### src/rtl/toysram_pkg.sv
// toysram_pkg: shared FSM encoding, requester IDs and default base address for the toy SRAM controller
package toysram_pkg;
  typedef enum logic [1:0] {IDLE = 2'd0, ISSUE = 2'd1, WAIT = 2'd2, DONE = 2'd3} state_e;
  localparam logic REQ_WB = 1'b0;
  localparam logic REQ_LA = 1'b1;
  localparam logic [31:0] DEF_BASE_ADR = 32'h3000_0000;
endpackage

### src/rtl/toysram_rr_arb2.sv
// toysram_rr_arb2: two-requester round-robin arbiter; on a tie the requester not granted last wins
module toysram_rr_arb2
  import toysram_pkg::*;
(
  input  logic       clk_i,
  input  logic       rst_i,
  input  logic [1:0] req_i,
  input  logic       adv_i,
  output logic [1:0] gnt_o
);
  logic last_q;
  assign gnt_o = (&req_i) ? ((last_q == REQ_LA) ? 2'b01 : 2'b10) : req_i;
  always_ff @(posedge clk_i or posedge rst_i)
    if (rst_i) last_q <= REQ_LA;
    else if (adv_i && |req_i) last_q <= gnt_o[REQ_LA];
endmodule

### src/rtl/toysram_arb_ctl.sv
// toysram_arb_ctl: sequences a single-port SRAM shared round-robin between Wishbone and a test port
module toysram_arb_ctl
  import toysram_pkg::*;
#(
  parameter logic [31:0] BASE_ADR = DEF_BASE_ADR,
  parameter int ADR_W  = 8,
  parameter int DAT_W  = 32,
  parameter int RD_LAT = 1
) (
  input  logic             wb_clk_i,
  input  logic             wb_rst_i,
  input  logic             wbs_cyc_i,
  input  logic             wbs_stb_i,
  input  logic             wbs_we_i,
  input  logic [3:0]       wbs_sel_i,
  input  logic [31:0]      wbs_adr_i,
  input  logic [DAT_W-1:0] wbs_dat_i,
  output logic             wbs_ack_o,
  output logic [DAT_W-1:0] wbs_dat_o,
  input  logic             la_req_i,
  input  logic             la_we_i,
  input  logic [ADR_W-1:0] la_adr_i,
  input  logic [DAT_W-1:0] la_dat_i,
  output logic             la_gnt_o,
  output logic             la_rvld_o,
  output logic [DAT_W-1:0] la_rdat_o,
  output logic             sram_ce_o,
  output logic             sram_we_o,
  output logic [3:0]       sram_wmask_o,
  output logic [ADR_W-1:0] sram_adr_o,
  output logic [DAT_W-1:0] sram_wdat_o,
  input  logic [DAT_W-1:0] sram_rdat_i
);
  if (RD_LAT < 1 || RD_LAT > 3) begin : g_bad_lat
    $error("toysram_arb_ctl: RD_LAT must be 1..3");
  end
  state_e state_q, state_d;
  logic [1:0] cnt_q, cnt_d;
  logic own_q, own_d;
  logic ce_q, ce_d, we_q, we_d, ack_q, ack_d, gnt_q, gnt_d, rvld_q, rvld_d;
  logic [3:0] mask_q, mask_d;
  logic [ADR_W-1:0] adr_q, adr_d;
  logic [DAT_W-1:0] wdat_q, wdat_d, rdat_q, rdat_d, lrdat_q, lrdat_d;
  logic [1:0] gnt;
  logic wb_req, unused_adr;
  assign unused_adr = ^wbs_adr_i[1:0];
  assign wb_req = wbs_cyc_i & wbs_stb_i & (wbs_adr_i[31:ADR_W+2] == BASE_ADR[31:ADR_W+2]);
  toysram_rr_arb2 u_arb (
    .clk_i(wb_clk_i),
    .rst_i(wb_rst_i),
    .req_i({la_req_i, wb_req}),
    .adv_i(state_q == IDLE),
    .gnt_o(gnt)
  );
  always_comb begin
    state_d = state_q;
    cnt_d   = cnt_q;
    own_d   = own_q;
    ce_d    = 1'b0;
    we_d    = 1'b0;
    mask_d  = 4'h0;
    adr_d   = adr_q;
    wdat_d  = wdat_q;
    ack_d   = 1'b0;
    rdat_d  = '0;
    gnt_d   = 1'b0;
    rvld_d  = 1'b0;
    lrdat_d = lrdat_q;
    case (state_q)
      IDLE: if (|gnt) begin
        own_d   = gnt[REQ_LA];
        ce_d    = 1'b1;
        we_d    = own_d ? la_we_i : wbs_we_i;
        mask_d  = own_d ? 4'hF : wbs_sel_i;
        adr_d   = own_d ? la_adr_i : wbs_adr_i[ADR_W+1:2];
        wdat_d  = own_d ? la_dat_i : wbs_dat_i;
        gnt_d   = own_d;
        state_d = ISSUE;
      end
      ISSUE: begin
        state_d = we_q ? DONE : WAIT;
        cnt_d   = 2'(RD_LAT - 1);
        ack_d   = we_q & ~own_q & wbs_cyc_i;
      end
      WAIT: if (cnt_q == 2'd0) begin
        // Response flags are registered here so they are visible during DONE.
        state_d = DONE;
        rvld_d  = own_q;
        lrdat_d = own_q ? sram_rdat_i : lrdat_q;
        ack_d   = ~own_q & wbs_cyc_i;
        rdat_d  = (~own_q & wbs_cyc_i) ? sram_rdat_i : '0;
      end else cnt_d = cnt_q - 2'd1;
      default: state_d = IDLE;
    endcase
  end
  always_ff @(posedge wb_clk_i or posedge wb_rst_i)
    if (wb_rst_i) begin
      state_q <= IDLE;
      cnt_q   <= '0;
      own_q   <= 1'b0;
      ce_q    <= 1'b0;
      we_q    <= 1'b0;
      mask_q  <= '0;
      adr_q   <= '0;
      wdat_q  <= '0;
      ack_q   <= 1'b0;
      rdat_q  <= '0;
      gnt_q   <= 1'b0;
      rvld_q  <= 1'b0;
      lrdat_q <= '0;
    end else begin
      state_q <= state_d;
      cnt_q   <= cnt_d;
      own_q   <= own_d;
      ce_q    <= ce_d;
      we_q    <= we_d;
      mask_q  <= mask_d;
      adr_q   <= adr_d;
      wdat_q  <= wdat_d;
      ack_q   <= ack_d;
      rdat_q  <= rdat_d;
      gnt_q   <= gnt_d;
      rvld_q  <= rvld_d;
      lrdat_q <= lrdat_d;
    end
  assign sram_ce_o    = ce_q;
  assign sram_we_o    = we_q;
  assign sram_wmask_o = mask_q;
  assign sram_adr_o   = adr_q;
  assign sram_wdat_o  = wdat_q;
  assign wbs_ack_o    = ack_q;
  assign wbs_dat_o    = rdat_q;
  assign la_gnt_o     = gnt_q;
  assign la_rvld_o    = rvld_q;
  assign la_rdat_o    = lrdat_q;
endmodule

### config.mk
export PLATFORM = sky130hd
export DESIGN_NAME = toysram_arb_ctl
export DESIGN_NICKNAME = d
export VERILOG_FILES = /design/src/rtl/toysram_pkg.sv /design/src/rtl/toysram_rr_arb2.sv /design/src/rtl/toysram_arb_ctl.sv
export SDC_FILE = /design/constraint.sdc
export NUM_CORES = 1
export LEC_CHECK = 0
export CAP_MARGIN = 20
export CELL_PAD_IN_SITES_DETAIL_PLACEMENT = 1
export CELL_PAD_IN_SITES_GLOBAL_PLACEMENT = 1
export CORE_MARGIN = 2
export CORE_UTILIZATION = 30
export DETAILED_ROUTE_END_ITERATION = 10
export HOLD_SLACK_MARGIN = 0.03
export PLACE_DENSITY = 0.81
export SLEW_MARGIN = 10
export SYNTH_ARGS = -nofsm -noshare
export SYNTH_HDL_FRONTEND = slang
export SYNTH_SLANG_ARGS = --single-unit
### constraint.sdc
create_clock -name wb_clk_i -period 4.7 [get_ports wb_clk_i]
set_input_delay 0.94 -clock wb_clk_i [delete_from_list [all_inputs] [get_ports wb_clk_i]]
set_output_delay 0.94 -clock wb_clk_i [all_outputs]
set_load 0.01 [all_outputs]
# After elaboration in Yosys (flattened, before gate mapping)
# Cells that the tools add are included.
dict set report word_totals {
  register_bits 119
  output_inout_bits 113
}
dict set report op_classes {
  reduce_logical 11
  bitwise 6
  addsub 1
  n_mux 27
  eq_ne 6
}
# op count
set ops {}
lappend ops {{$mux 32} 4}
lappend ops {{$eq 22x20->1 const B} 1}
lappend ops {{$mux 4} 3}
lappend ops {{$mux 1} 11}
lappend ops {{$mux 2} 5}
lappend ops {{$mux 8} 1}
lappend ops {{$reduce_and 2->1} 4}
lappend ops {{$ne 2x2->1 const B} 3}
lappend ops {{$pmux 2 s3} 1}
lappend ops {{$and 1x1->1} 5}
lappend ops {{$logic_not 2->1} 2}
lappend ops {{$pmux 2 s2} 1}
lappend ops {{$reduce_or 2->1} 2}
lappend ops {{$reduce_and 3->1} 1}
lappend ops {{$eq 2x1->1 const B} 1}
lappend ops {{$eq 2x2->1 const B} 1}
lappend ops {{$pmux 1 s2} 1}
lappend ops {{$reduce_bool 2->1} 1}
lappend ops {{$sub 2x1->2 const B} 1}
lappend ops {{$logic_and 1x1->1} 1}
lappend ops {{$not 1->1} 1}

# Longest topological paths before layout
# Gate-level depths: netlist of the first run.
dict set report depth {
  depth_word 7
  depth_mapped 7
  depth_no_buf 6
}

# Cells and area by module
# A second synthesis of the first run with hierarchy kept.
dict set report unflattened {
  cells_unflattened 382
  hier_area_um2 4820.9
}
# module instances seq_area_each_um2 cells_each area_per_inst_um2
set by_module_without_submodules {}
lappend by_module_without_submodules {toysram_arb_ctl 1 2952.8 375 4760.8}
lappend by_module_without_submodules {toysram_rr_arb2 1 26.3 7 60.1}

# Worst setup path before layout of the first run
# Ideal clock, no wire load.
dict set report synth_path {
  kind {input to register}
  start {input wbs_adr_i[27]}
  end {register adr_q[0], in the netlist sram_adr_o[0]}
  t_required_ns 4.577
  setup_ns 0.123
  path_buffers 1
  path_slack_ns 2.521
  arrival_ns 2.056
  path_stages 5
  cell_sequence {nor4b_4 > nand4_4 > nand4b_4 > buf_6 > o221a_1}
}
dict set report synth_via {
  elab_chain_cells 6
  elab_cells_between_ends 7
  classes_between {eq/ne: 1; mux: 2; bitwise: 1; reduce/logical: 3}
}
# item line
set synth_rtl {}
lappend synth_rtl {{from (decl)} toysram_arb_ctl.sv:16} ;# input logic [31:0] wbs_adr_i,
lappend synth_rtl {{$eq 22x20->1 (*)} toysram_arb_ctl.sv:47} ;# assign wb_req = wbs_cyc_i & wbs_stb_i & (wbs_adr_i[31:ADR_W+2] == BASE_ADR[31:ADR_W+2]);
lappend synth_rtl {{$and 1x1->1 (*)} toysram_arb_ctl.sv:47}
lappend synth_rtl {{$reduce_and 2->1} toysram_rr_arb2.sv:12} ;# assign gnt_o = (&req_i) ? ((last_q == REQ_LA) ? 2'b01 : 2'b10) : req_i;
lappend synth_rtl {{$mux 2 (*)} toysram_rr_arb2.sv:12}
lappend synth_rtl {{$reduce_or 2->1} toysram_arb_ctl.sv:70} ;# IDLE: if (|gnt) begin
lappend synth_rtl {{$reduce_and 2->1 (no source line)} -}
lappend synth_rtl {{to (signal assigned)} toysram_arb_ctl.sv:118} ;# adr_q <= adr_d;
lappend synth_rtl {{to (decl)} toysram_arb_ctl.sv:42} ;# logic [ADR_W-1:0] adr_q, adr_d;
# Mark *: on every way between the ends. The rest lies on a longest branch, timed or not.
# A chain may end at the register's enable or synchronous reset.

# Worst setup path in the final report of the first run
dict set report layout_path {
  start {input wbs_adr_i[17]}
  end {register wdat_q[4], in the netlist sram_wdat_o[4]}
}
dict set report layout_via {
  elab_chain_cells 6
  elab_cells_between_ends 7
  classes_between {eq/ne: 1; mux: 2; bitwise: 1; reduce/logical: 3}
}
# item line
set layout_rtl {}
lappend layout_rtl {{$eq 22x20->1 (*)} toysram_arb_ctl.sv:47}
lappend layout_rtl {{$and 1x1->1 (*)} toysram_arb_ctl.sv:47}
lappend layout_rtl {{$reduce_and 2->1} toysram_rr_arb2.sv:12}
lappend layout_rtl {{$mux 2 (*)} toysram_rr_arb2.sv:12}
lappend layout_rtl {{$reduce_or 2->1} toysram_arb_ctl.sv:70}
lappend layout_rtl {{$reduce_and 2->1 (no source line)} -}
lappend layout_rtl {{to (signal assigned)} toysram_arb_ctl.sv:119} ;# wdat_q <= wdat_d;
lappend layout_rtl {{to (decl)} toysram_arb_ctl.sv:43} ;# logic [DAT_W-1:0] wdat_q, wdat_d, rdat_q, rdat_d, lrdat_q, lrdat_d;
# Marked as above.

==> flow_summary.html, run 1 <==
<table>
<tr><th>Metric</th><th>Value</th></tr>
<tr><th colspan="2">Run status</th></tr>
<tr><td>Result of the run</td><td>finished, final reports clean</td></tr>
<tr><th colspan="2">Setup path</th></tr>
<tr><td>Worst r2r dst</td><td>sram_adr_o[0]</td></tr>
<tr><td>Crit Path Category</td><td>in2reg</td></tr>
<tr><td>CP Data Required Time</td><td>between 4 and 5 ns</td></tr>
<tr><td>CP Max Fanout</td><td>40</td></tr>
<tr><td>Reg-to-reg startpoint</td><td>state_q[0]</td></tr>
<tr><td>Number of cells traversed by the worst register-to-register path</td><td>6</td></tr>
<tr><td>Beginning of the critical path</td><td>wbs_adr_i[17]</td></tr>
<tr><td>Worst setup SP type</td><td>primary input</td></tr>
<tr><td>R2R Setup Slk</td><td>2.32 ns</td></tr>
<tr><td>Sort of element at the end of the critical path</td><td>flop</td></tr>
<tr><td>CP Capture Point</td><td>sram_wdat_o[4]</td></tr>
<tr><td>Arrival time reported for the critical path endpoint</td><td>3.16 ns</td></tr>
<tr><th colspan="2">Die</th></tr>
<tr><td>I/O pin count</td><td>260</td></tr>
<tr><td>Die X</td><td>134 um</td></tr>
<tr><td>Die Ht</td><td>roughly 130 um</td></tr>
<tr><td>Area of the core region</td><td>around 16000 sq um</td></tr>
<tr><td>Die ar.</td><td>17800 sq um</td></tr>
<tr><td>Starting utilization of the core area</td><td>30.6%</td></tr>
<tr><td>Site row count</td><td>47</td></tr>
<tr><th colspan="2">Detailed routing</th></tr>
<tr><td>Total wirelength of the detailed-routed design</td><td>17.4 mm</td></tr>
<tr><td>Via count of the routed design</td><td>4251</td></tr>
<tr><td>First DRT Iteration DRCs</td><td>122</td></tr>
<tr><td>Detailed-routing iteration count for the pre-antenna-repair pass</td><td>4</td></tr>
<tr><td>Post-detailed-route count of antenna-violating nets</td><td>0</td></tr>
<tr><td>Mean routed wirelength per cell</td><td>19.7 um</td></tr>
<tr><td>Via count normalized by instance count</td><td>between 4 and 5</td></tr>
<tr><td>Total DRC errors in the routed layout</td><td>0</td></tr>
<tr><th colspan="2">Finish</th></tr>
<tr><td>Commonest non-fill, non-tap cells in the layout</td><td>clkdlybuf4s50_1, dfrtp_1, o21ai_0</td></tr>
<tr><td>Count of placed standard cells in the final layout, fillers left out</td><td>just under 900</td></tr>
<tr><td>Multi-input combinational cell area</td><td>1830 sq um</td></tr>
<tr><td>Final antenna diode count</td><td>0</td></tr>
<tr><td>Share of final-layout standard cells stronger than drive strength 1</td><td>12.8%</td></tr>
<tr><td>Layout area overhead</td><td>67.7%</td></tr>
<tr><td>Core Util, Final</td><td>51.2%</td></tr>
<tr><td>Register Area</td><td>between 2000 and 3000 sq um</td></tr>
<tr><td>Total number of nets in the final design</td><td>803</td></tr>
<tr><td>Layout fillers</td><td>approximately 1700</td></tr>
<tr><td>Most common library cell in the layout ignoring fill and taps</td><td>clkdlybuf4s50_1</td></tr>
<tr><th colspan="2">Timing</th></tr>
<tr><td>Measured slew at the worst slew-check pin</td><td>0.926 ns</td></tr>
<tr><td>Count of final max-slew check failures</td><td>0</td></tr>
<tr><td>Summed negative setup slack over all endpoints</td><td>0 ns</td></tr>
<tr><td>Final number of hold-violating endpoints</td><td>0</td></tr>
<tr><td>Worst hold margin</td><td>between 0.4 and 0.5 ns</td></tr>
<tr><td>Final critical-path required period</td><td>around 2.9 ns</td></tr>
<tr><td>Maximum achievable frequency</td><td>0.348 GHz</td></tr>
<tr><td>RSZ-0062 raised after global routing</td><td>false</td></tr>
<tr><td>Number of setup violations in the final report</td><td>0</td></tr>
<tr><td>Worst Setup Slack, final</td><td>1.82 ns</td></tr>
<tr><td>Fin crit share</td><td>61.2%</td></tr>
<tr><td>Setup Skew</td><td>0.00557 ns</td></tr>
<tr><td>Worst relative slew slack</td><td>38.2%</td></tr>
<tr><th colspan="2">Clocking</th></tr>
<tr><td>Hold buffer count at CTS</td><td>0</td></tr>
<tr><td>Number of sinks driven by the clock tree</td><td>approximately 120</td></tr>
<tr><td>Total number of H-tree levels</td><td>4</td></tr>
<tr><td>Clock root buffer master</td><td>clkbuf_16</td></tr>
<tr><td>Clock latency on the worst-skew pair</td><td>0.40 ns</td></tr>
<tr><td>Maximum buffer depth of the clock tree</td><td>2</td></tr>
<tr><td>Post-CTS sizing</td><td>0</td></tr>
<tr><td>Clock buffer count from CTS</td><td>17</td></tr>
<tr><td>Setup Buffers After CTS</td><td>0</td></tr>
<tr><td>TritonCTS clock tree</td><td>built</td></tr>
<tr><td>CTS clk-pin slew, worst paths</td><td>roughly 0.05 ns</td></tr>
<tr><th colspan="2">Power and ir drop</th></tr>
<tr><td>Worst VDD drop</td><td>0.000259 V</td></tr>
<tr><td>Share of power burned in the clock network</td><td>28.6%</td></tr>
<tr><td>Flop pwr share</td><td>between 30 and 40%</td></tr>
<tr><td>Leakage power of the design</td><td>0.00346 uW</td></tr>
<tr><td>Power per unit of standard cell area</td><td>589 nW/um^2</td></tr>
<tr><td>Net load switching power</td><td>1460 uW</td></tr>
<tr><td>Internal</td><td>3520 uW</td></tr>
<tr><td>Switching Share</td><td>roughly 29%</td></tr>
<tr><td>Fraction of power consumed by combinational cells</td><td>about 39%</td></tr>
<tr><th colspan="2">Place</th></tr>
<tr><td>Detailed placement HPWL</td><td>approximately 12 mm</td></tr>
<tr><td>Post-placement setup slack</td><td>about 1.4 ns</td></tr>
<tr><td>Number of input and output port buffers inserted</td><td>257</td></tr>
<tr><td>Cell count after placement</td><td>851</td></tr>
<tr><td>Routability congestion estimate</td><td>slightly below 0.8</td></tr>
<tr><th colspan="2">Synth</th></tr>
<tr><td>Number of flip-flops and latches in the synthesized netlist</td><td>between 100 and 150</td></tr>
<tr><td>Warnings from Yosys</td><td>0</td></tr>
<tr><td>Basic-gate share of the synthesized area counting and, or, nand and nor cells</td><td>between 10% and 20%</td></tr>
<tr><td>Fraction of the mapped netlist area in adder cells</td><td>under 10%</td></tr>
<tr><td>XOR/XNOR share of the synthesized area</td><td>0%</td></tr>
<tr><td>Post-Synthesis Net Count</td><td>between 500 and 600</td></tr>
<tr><td>Async S/R FF share, synth</td><td>100%</td></tr>
<tr><td>Multiplexer share of the synthesized area</td><td>7.61%</td></tr>
<tr><td>Unique masters post-synth</td><td>36</td></tr>
<tr><td>EDFF count, synth</td><td>0</td></tr>
<tr><td>Top_reg_cell synth</td><td>dfrtp_1</td></tr>
<tr><td>Largest family of logic cells by synthesized area</td><td>compound AO/OA/AOI/OAI gates</td></tr>
<tr><td>Post-synthesis instance area</td><td>5030 sq um</td></tr>
<tr><td>Compound-Gate Fraction of Synth Area</td><td>15.1%</td></tr>
<tr><td>Register area share after synthesis</td><td>59.2%</td></tr>
<tr><td>Synth Area per Inst</td><td>12.8 sq um</td></tr>
<tr><td>Synthesized instance count</td><td>394</td></tr>
<tr><th colspan="2">Global routing</th></tr>
<tr><td>GR Overflow Total</td><td>0</td></tr>
<tr><td>Largest net degree at the start of global routing</td><td>88</td></tr>
<tr><td>Antenna violations before repair</td><td>1</td></tr>
<tr><td>Via count of the first global-routing pass</td><td>4808</td></tr>
<tr><td>First-pass GRT wire length</td><td>26.8 mm</td></tr>
<tr><td>Overall routing resource usage</td><td>19.6%</td></tr>
<tr><th colspan="2">Hold path</th></tr>
<tr><td>Worst min-delay path category</td><td>reg2reg</td></tr>
<tr><th colspan="2">Flow run</th></tr>
<tr><td>Max-cap check violation count</td><td>0</td></tr>
</table>
## flip-flops by register name (all words and copies together) (netlist names)
| signal | cells |
|---|---|
| sram_adr_o | 8 |
| wbs_ack_o | 1 |
| own_q | 1 |
| sram_wdat_o | 32 |
| wbs_dat_o | 32 |
| cnt_q | 2 |
| sram_ce_o | 1 |
| la_rdat_o | 32 |
| sram_we_o | 1 |
| la_rvld_o | 1 |
| sram_wmask_o | 4 |
| state_q | 2 |
| u_arb.last_q | 1 |
| la_gnt_o | 1 |
## final cells by class
| class | count | share of cell area (%) |
|---|---|---|
| clock inverters | 12 | 2.36 |
| inverters | 13 | 0.756 |
| flip-flops and latches | 119 | 35.3 |
| well taps | 220 | 3.26 |
| clock buffers | 20 | 5.29 |
| repair buffers | 264 | 31.3 |
| multi-input cells | 236 | 21.7 |
## synth_stat cells (4+ instances only)
cell type | n | area share (%)
dfrtp_1 | 118 | 59
o21ai_0 | 46 | 4.6
nor2_1 | 42 | 3.1
o221a_1 | 40 | 9.0
and2_1 | 34 | 4.2
mux2_2 | 34 | 7.6
clkbuf_1 | 18 | 1.3
inv_1 | 12 | 0.90
ha_1 | 5 | 1.2
buf_6 | 4 | 0.90
buf_8 | 4 | 1.2
nand2_1 | 4 | 0.30
## routing by layer
metal  vias up  routed length [um]  track usage [%]
li1       1930                   -                -
met2       189                8870             34.6
met4         0                 288             6.97
met1      2111                6870             22.0
met5         -                   0                0
met3        21                1370             6.93
## cell families (layout without fill, tap and decap cells)
logic type      count (synthesis)  after routing
compound gates                 97             97
fa+ha+maj                       5              5
buf+inv                        39            309
flops                         119            119
mux                            34             34
simple gates                  100            100
## critical path: stages
cell,delay (ns)
clkdlybuf4s50_1,0.43
nor4_2,0.46
and2_1,0.29
nand4b_4,0.54
o221a_1,0.46
## worst min path at each step
stage / start / slack, ns / depth (start not counted) / endpoint
after floorplan: cnt_q[1] / 0.45 / 2 / cnt_q[1]
after global placement: cnt_q[1] / 0.48 / 2 / cnt_q[1]
after detailed placement: cnt_q[1] / 0.49 / 2 / cnt_q[1]
after CTS: cnt_q[1] / 0.50 / 2 / cnt_q[1]
after global routing: la_rdat_o[0] / 0.53 / 1 / la_rdat_o[0]
final: cnt_q[1] / 0.50 / 2 / cnt_q[1]
## power groups by stage
stage / Combinational (uW) / Clock (uW) / Sequential, uW
2_1_floorplan: 709 / 0 / 1780
3_3_place_gp: 1860 / 0 / 1610
3_5_place_dp: 1940 / 0 / 1640
4_1_cts: 1950 / 1460 / 1630
5_1_grt: 2060 / 1510 / 1680
6_report: 1920 / 1420 / 1630
## per-stage QoR
step           power, uW  area (sq um)
3_3_place_gp        3470          7760
4_1_cts             5040          8410
5_1_grt             5250          8440
3_5_place_dp        3570          7760
6_report            4970          8440
2_1_floorplan       2480          5030
Note: power is estimated with default switching activity, not from simulation.
==> run 2, diff against run 1 <==
- clock period: 4.7 -> 2.7 ns (I/O delays scaled with it)
==> run 2 against run 1 <==
Effect of this change:
- critical path depth grew 1
- first-iteration DRC count is 46% higher
- combinational power increased by 75%
- via count rose by 1.1%
- worst setup slack got worse by 1.2 ns
- total power increased by 71%
- wire length up 0.24%
- register-to-register slack worse by 1.5 ns
- non-clock buffer count is 8 higher
- sequential share of layout area decreased by 0.11 points
- flip-flop and latch count unchanged
- count of clock-buffer cells in the layout is 1 lower
- critical endpoint is now sram_adr_o[5]
- largest power group unchanged
==> flow_summary.html, run 2 (synthesized netlist as in run 1, its figures left out) <==
<table>
<tr><th>Metric</th><th>Value</th></tr>
<tr><th colspan="2">Run status</th></tr>
<tr><td>Result of the run</td><td>finished, final reports clean</td></tr>
<tr><th colspan="2">Clocking</th></tr>
<tr><td>Hold buffer count at CTS</td><td>0</td></tr>
<tr><td>Total number of H-tree levels</td><td>4</td></tr>
<tr><td>Clock buffer count from CTS</td><td>17</td></tr>
<tr><td>Clock latency on the worst-skew pair</td><td>0.41 ns</td></tr>
<tr><td>Clock root buffer master</td><td>clkbuf_16</td></tr>
<tr><td>Maximum buffer depth of the clock tree</td><td>2</td></tr>
<tr><td>CTS clk-pin slew, worst paths</td><td>approximately 0.060 ns</td></tr>
<tr><td>Post-CTS sizing</td><td>0</td></tr>
<tr><td>Setup Buffers After CTS</td><td>0</td></tr>
<tr><td>TritonCTS clock tree</td><td>built</td></tr>
<tr><td>Number of sinks driven by the clock tree</td><td>119</td></tr>
<tr><th colspan="2">Global routing</th></tr>
<tr><td>Met3 usage</td><td>5.75%</td></tr>
<tr><td>Global routing met2 resource utilization</td><td>between 30 and 40%</td></tr>
<tr><td>Antenna violations before repair</td><td>0</td></tr>
<tr><td>GRT busiest layer</td><td>met2</td></tr>
<tr><td>First-pass GRT wire length</td><td>27.0 mm</td></tr>
<tr><td>Overall routing resource usage</td><td>between 10% and 20%</td></tr>
<tr><td>Largest net degree at the start of global routing</td><td>43</td></tr>
<tr><td>GR Overflow Total</td><td>0</td></tr>
<tr><td>Via count of the first global-routing pass</td><td>4751</td></tr>
<tr><td>Met1 GRT Util</td><td>21.9%</td></tr>
<tr><th colspan="2">Setup path</th></tr>
<tr><td>Number of cells traversed by the worst register-to-register path</td><td>7</td></tr>
<tr><td>Worst r2r dst</td><td>sram_adr_o[5]</td></tr>
<tr><td>Critical Path Slowest Stage Cell</td><td>clkdlybuf4s50_1</td></tr>
<tr><td>Arrival time reported for the critical path endpoint</td><td>about 2.4 ns</td></tr>
<tr><td>Cell-by-cell listing of the critical path</td><td>clkdlybuf4s50_1 &gt; nor4_4 &gt; nand4_4 &gt; nand4b_4 &gt; buf_4 &gt; o221a_1</td></tr>
<tr><td>CP Max Fanout</td><td>30</td></tr>
<tr><td>Sort of element at the end of the critical path</td><td>flop</td></tr>
<tr><td>Slowest stage delay, CP</td><td>0.45 ns</td></tr>
<tr><td>Beginning of the critical path</td><td>wbs_adr_i[20]</td></tr>
<tr><td>CP Capture Point</td><td>sram_adr_o[5]</td></tr>
<tr><td>Reg-to-reg startpoint</td><td>state_q[0]</td></tr>
<tr><td>Worst setup SP type</td><td>primary input</td></tr>
<tr><td>CP Data Required Time</td><td>~3 ns</td></tr>
<tr><td>Crit Path Category</td><td>in2reg</td></tr>
<tr><td>R2R Setup Slk</td><td>0.85 ns</td></tr>
<tr><th colspan="2">Die</th></tr>
<tr><td>Die Ht</td><td>134 um</td></tr>
<tr><td>I/O pin count</td><td>260</td></tr>
<tr><td>Die X</td><td>134 um</td></tr>
<tr><td>Site row count</td><td>47</td></tr>
<tr><td>Die ar.</td><td>17800 sq um</td></tr>
<tr><td>Starting utilization of the core area</td><td>between 30% and 40%</td></tr>
<tr><td>Area of the core region</td><td>approximately 16000 sq um</td></tr>
<tr><th colspan="2">Place</th></tr>
<tr><td>Number of input and output port buffers inserted</td><td>between 200 and 300</td></tr>
<tr><td>Detailed placement HPWL</td><td>roughly 12 mm</td></tr>
<tr><td>Routability congestion estimate</td><td>roughly 0.76</td></tr>
<tr><th colspan="2">Detailed routing</th></tr>
<tr><td>Total wirelength of the detailed-routed design</td><td>about 17 mm</td></tr>
<tr><td>Mean routed wirelength per cell</td><td>19.5 um</td></tr>
<tr><td>Detailed-routing iteration count for the pre-antenna-repair pass</td><td>4</td></tr>
<tr><td>Via count of the routed design</td><td>~4300</td></tr>
<tr><td>Post-detailed-route count of antenna-violating nets</td><td>0</td></tr>
<tr><td>Total DRC errors in the routed layout</td><td>0</td></tr>
<tr><td>Via count normalized by instance count</td><td>about 4.8</td></tr>
<tr><td>First DRT Iteration DRCs</td><td>between 150 and 200</td></tr>
<tr><th colspan="2">Timing</th></tr>
<tr><td>Worst relative slew slack</td><td>65.2%</td></tr>
<tr><td>Measured slew at the worst slew-check pin</td><td>0.522 ns</td></tr>
<tr><td>Final critical-path required period</td><td>2.06 ns</td></tr>
<tr><td>RSZ-0062 raised after global routing</td><td>false</td></tr>
<tr><td>Worst hold margin</td><td>around 0.51 ns</td></tr>
<tr><td>Setup Skew</td><td>~0.0077 ns</td></tr>
<tr><td>Fin crit share</td><td>76.3%</td></tr>
<tr><td>Maximum achievable frequency</td><td>0.486 GHz</td></tr>
<tr><td>Count of final max-slew check failures</td><td>0</td></tr>
<tr><td>Number of setup violations in the final report</td><td>0</td></tr>
<tr><td>Final number of hold-violating endpoints</td><td>0</td></tr>
<tr><td>Summed negative setup slack over all endpoints</td><td>0 ns</td></tr>
<tr><th colspan="2">Finish</th></tr>
<tr><td>Share of final-layout standard cells stronger than drive strength 1</td><td>between 10% and 20%</td></tr>
<tr><td>Layout area overhead</td><td>68.2%</td></tr>
<tr><td>Commonest non-fill, non-tap cells in the layout</td><td>clkdlybuf4s50_1, dfrtp_1, o21ai_0</td></tr>
<tr><td>Layout fillers</td><td>between 1500 and 2000</td></tr>
<tr><td>Final antenna diode count</td><td>0</td></tr>
<tr><td>Most common library cell in the layout ignoring fill and taps</td><td>clkdlybuf4s50_1</td></tr>
<tr><td>Total number of nets in the final design</td><td>approximately 810</td></tr>
<tr><th colspan="2">Power and ir drop</th></tr>
<tr><td>Total power consumption of the routed design</td><td>8490 uW</td></tr>
<tr><td>Worst VDD drop</td><td>~0.00046 V</td></tr>
<tr><td>Power per unit of standard cell area</td><td>between 1000 and 1500 nW/um^2</td></tr>
<tr><td>Internal</td><td>5880 uW</td></tr>
<tr><td>Flop pwr share</td><td>33.6%</td></tr>
<tr><td>Leakage power of the design</td><td>about 0.0035 uW</td></tr>
<tr><td>Net load switching power</td><td>2610 uW</td></tr>
<tr><td>Switching Share</td><td>just over 30%</td></tr>
<tr><td>Fraction of power consumed by combinational cells</td><td>39.6%</td></tr>
<tr><td>Share of power burned in the clock network</td><td>26.8%</td></tr>
<tr><th colspan="2">Flow run</th></tr>
<tr><td>Max-cap check violation count</td><td>0</td></tr>
<tr><th colspan="2">Hold path</th></tr>
<tr><td>Worst min-delay path category</td><td>reg2reg</td></tr>
</table>
-- run 2: cell types whose count changed in the layout (fill, tap and decap cells not counted), moves of 2 or more --
cell	change
buf_12	+3
buf_4	+6
bufinv_16	-3
clkbuf_1	-2
clkinvlp_4	+4
-- run 2: cell type report --
class	count	area, sq um	share of cell area, %
flip-flops and latches	119	2980	35.2
repair buffers	272	2720	32.2
multi-input cells	236	1820	21.5
clock buffers	19	453	5.35
well taps	220	275	3.25
clock inverters	13	146	1.73
inverters	13	65.1	0.769
-- run 2: critical path: cells and delay by family --
kind                   cells  cell delay [ns]
AOI/OAI and AO/OA          1             0.27
buffers and inverters      2             0.71
and+or+nand+nor            3             0.83
-- run 2: stage by stage --
stage / setup WS [ns] / instance area [sq um] / utilization [%] / instances
floorplan: 0.705 / 5040 / - / 394
global placement: 0.272 / 7870 / 47.8 / 860
detailed placement: 0.195 / 7870 / 47.8 / 860
CTS: 0.632 / 8470 / 51.4 / 892
global route: 0.532 / 8470 / 51.4 / 892
finish: 0.641 / 8470 / 51.4 / 892
-- run 2: power groups by stage --
stage | clock (uW) | combinational [uW] | sequential [uW]
after floorplan | 0 | 1240 | 3090
after global placement | 0 | 3260 | 2800
after detailed placement | 0 | 3370 | 2850
after CTS | 2340 | 3420 | 2860
after global routing | 2420 | 3590 | 2930
final | 2280 | 3360 | 2860
-- run 2: how the worst min path moves through the flow --
stage                   from             to  slack, ns  depth (start not counted)
2_1_floorplan       cnt_q[1]       cnt_q[1]       0.45                          2
3_3_place_gp        cnt_q[0]       cnt_q[0]       0.48                          1
3_5_place_dp   la_rdat_o[31]  la_rdat_o[31]       0.50                          1
4_1_cts             wb_rst_i  la_rdat_o[25]       0.52                          2
5_1_grt             wb_rst_i  wbs_dat_o[30]       0.54                          2
6_report       la_rdat_o[30]  la_rdat_o[30]       0.51                          1
-- run 2: metal layers --
layer | up-vias | part of all wire (%)
met3 | 26 | 6.7
met4 | 0 | 2.1
met2 | 182 | 53
met1 | 2144 | 38
li1 | 1945 | -
met5 | - | 0
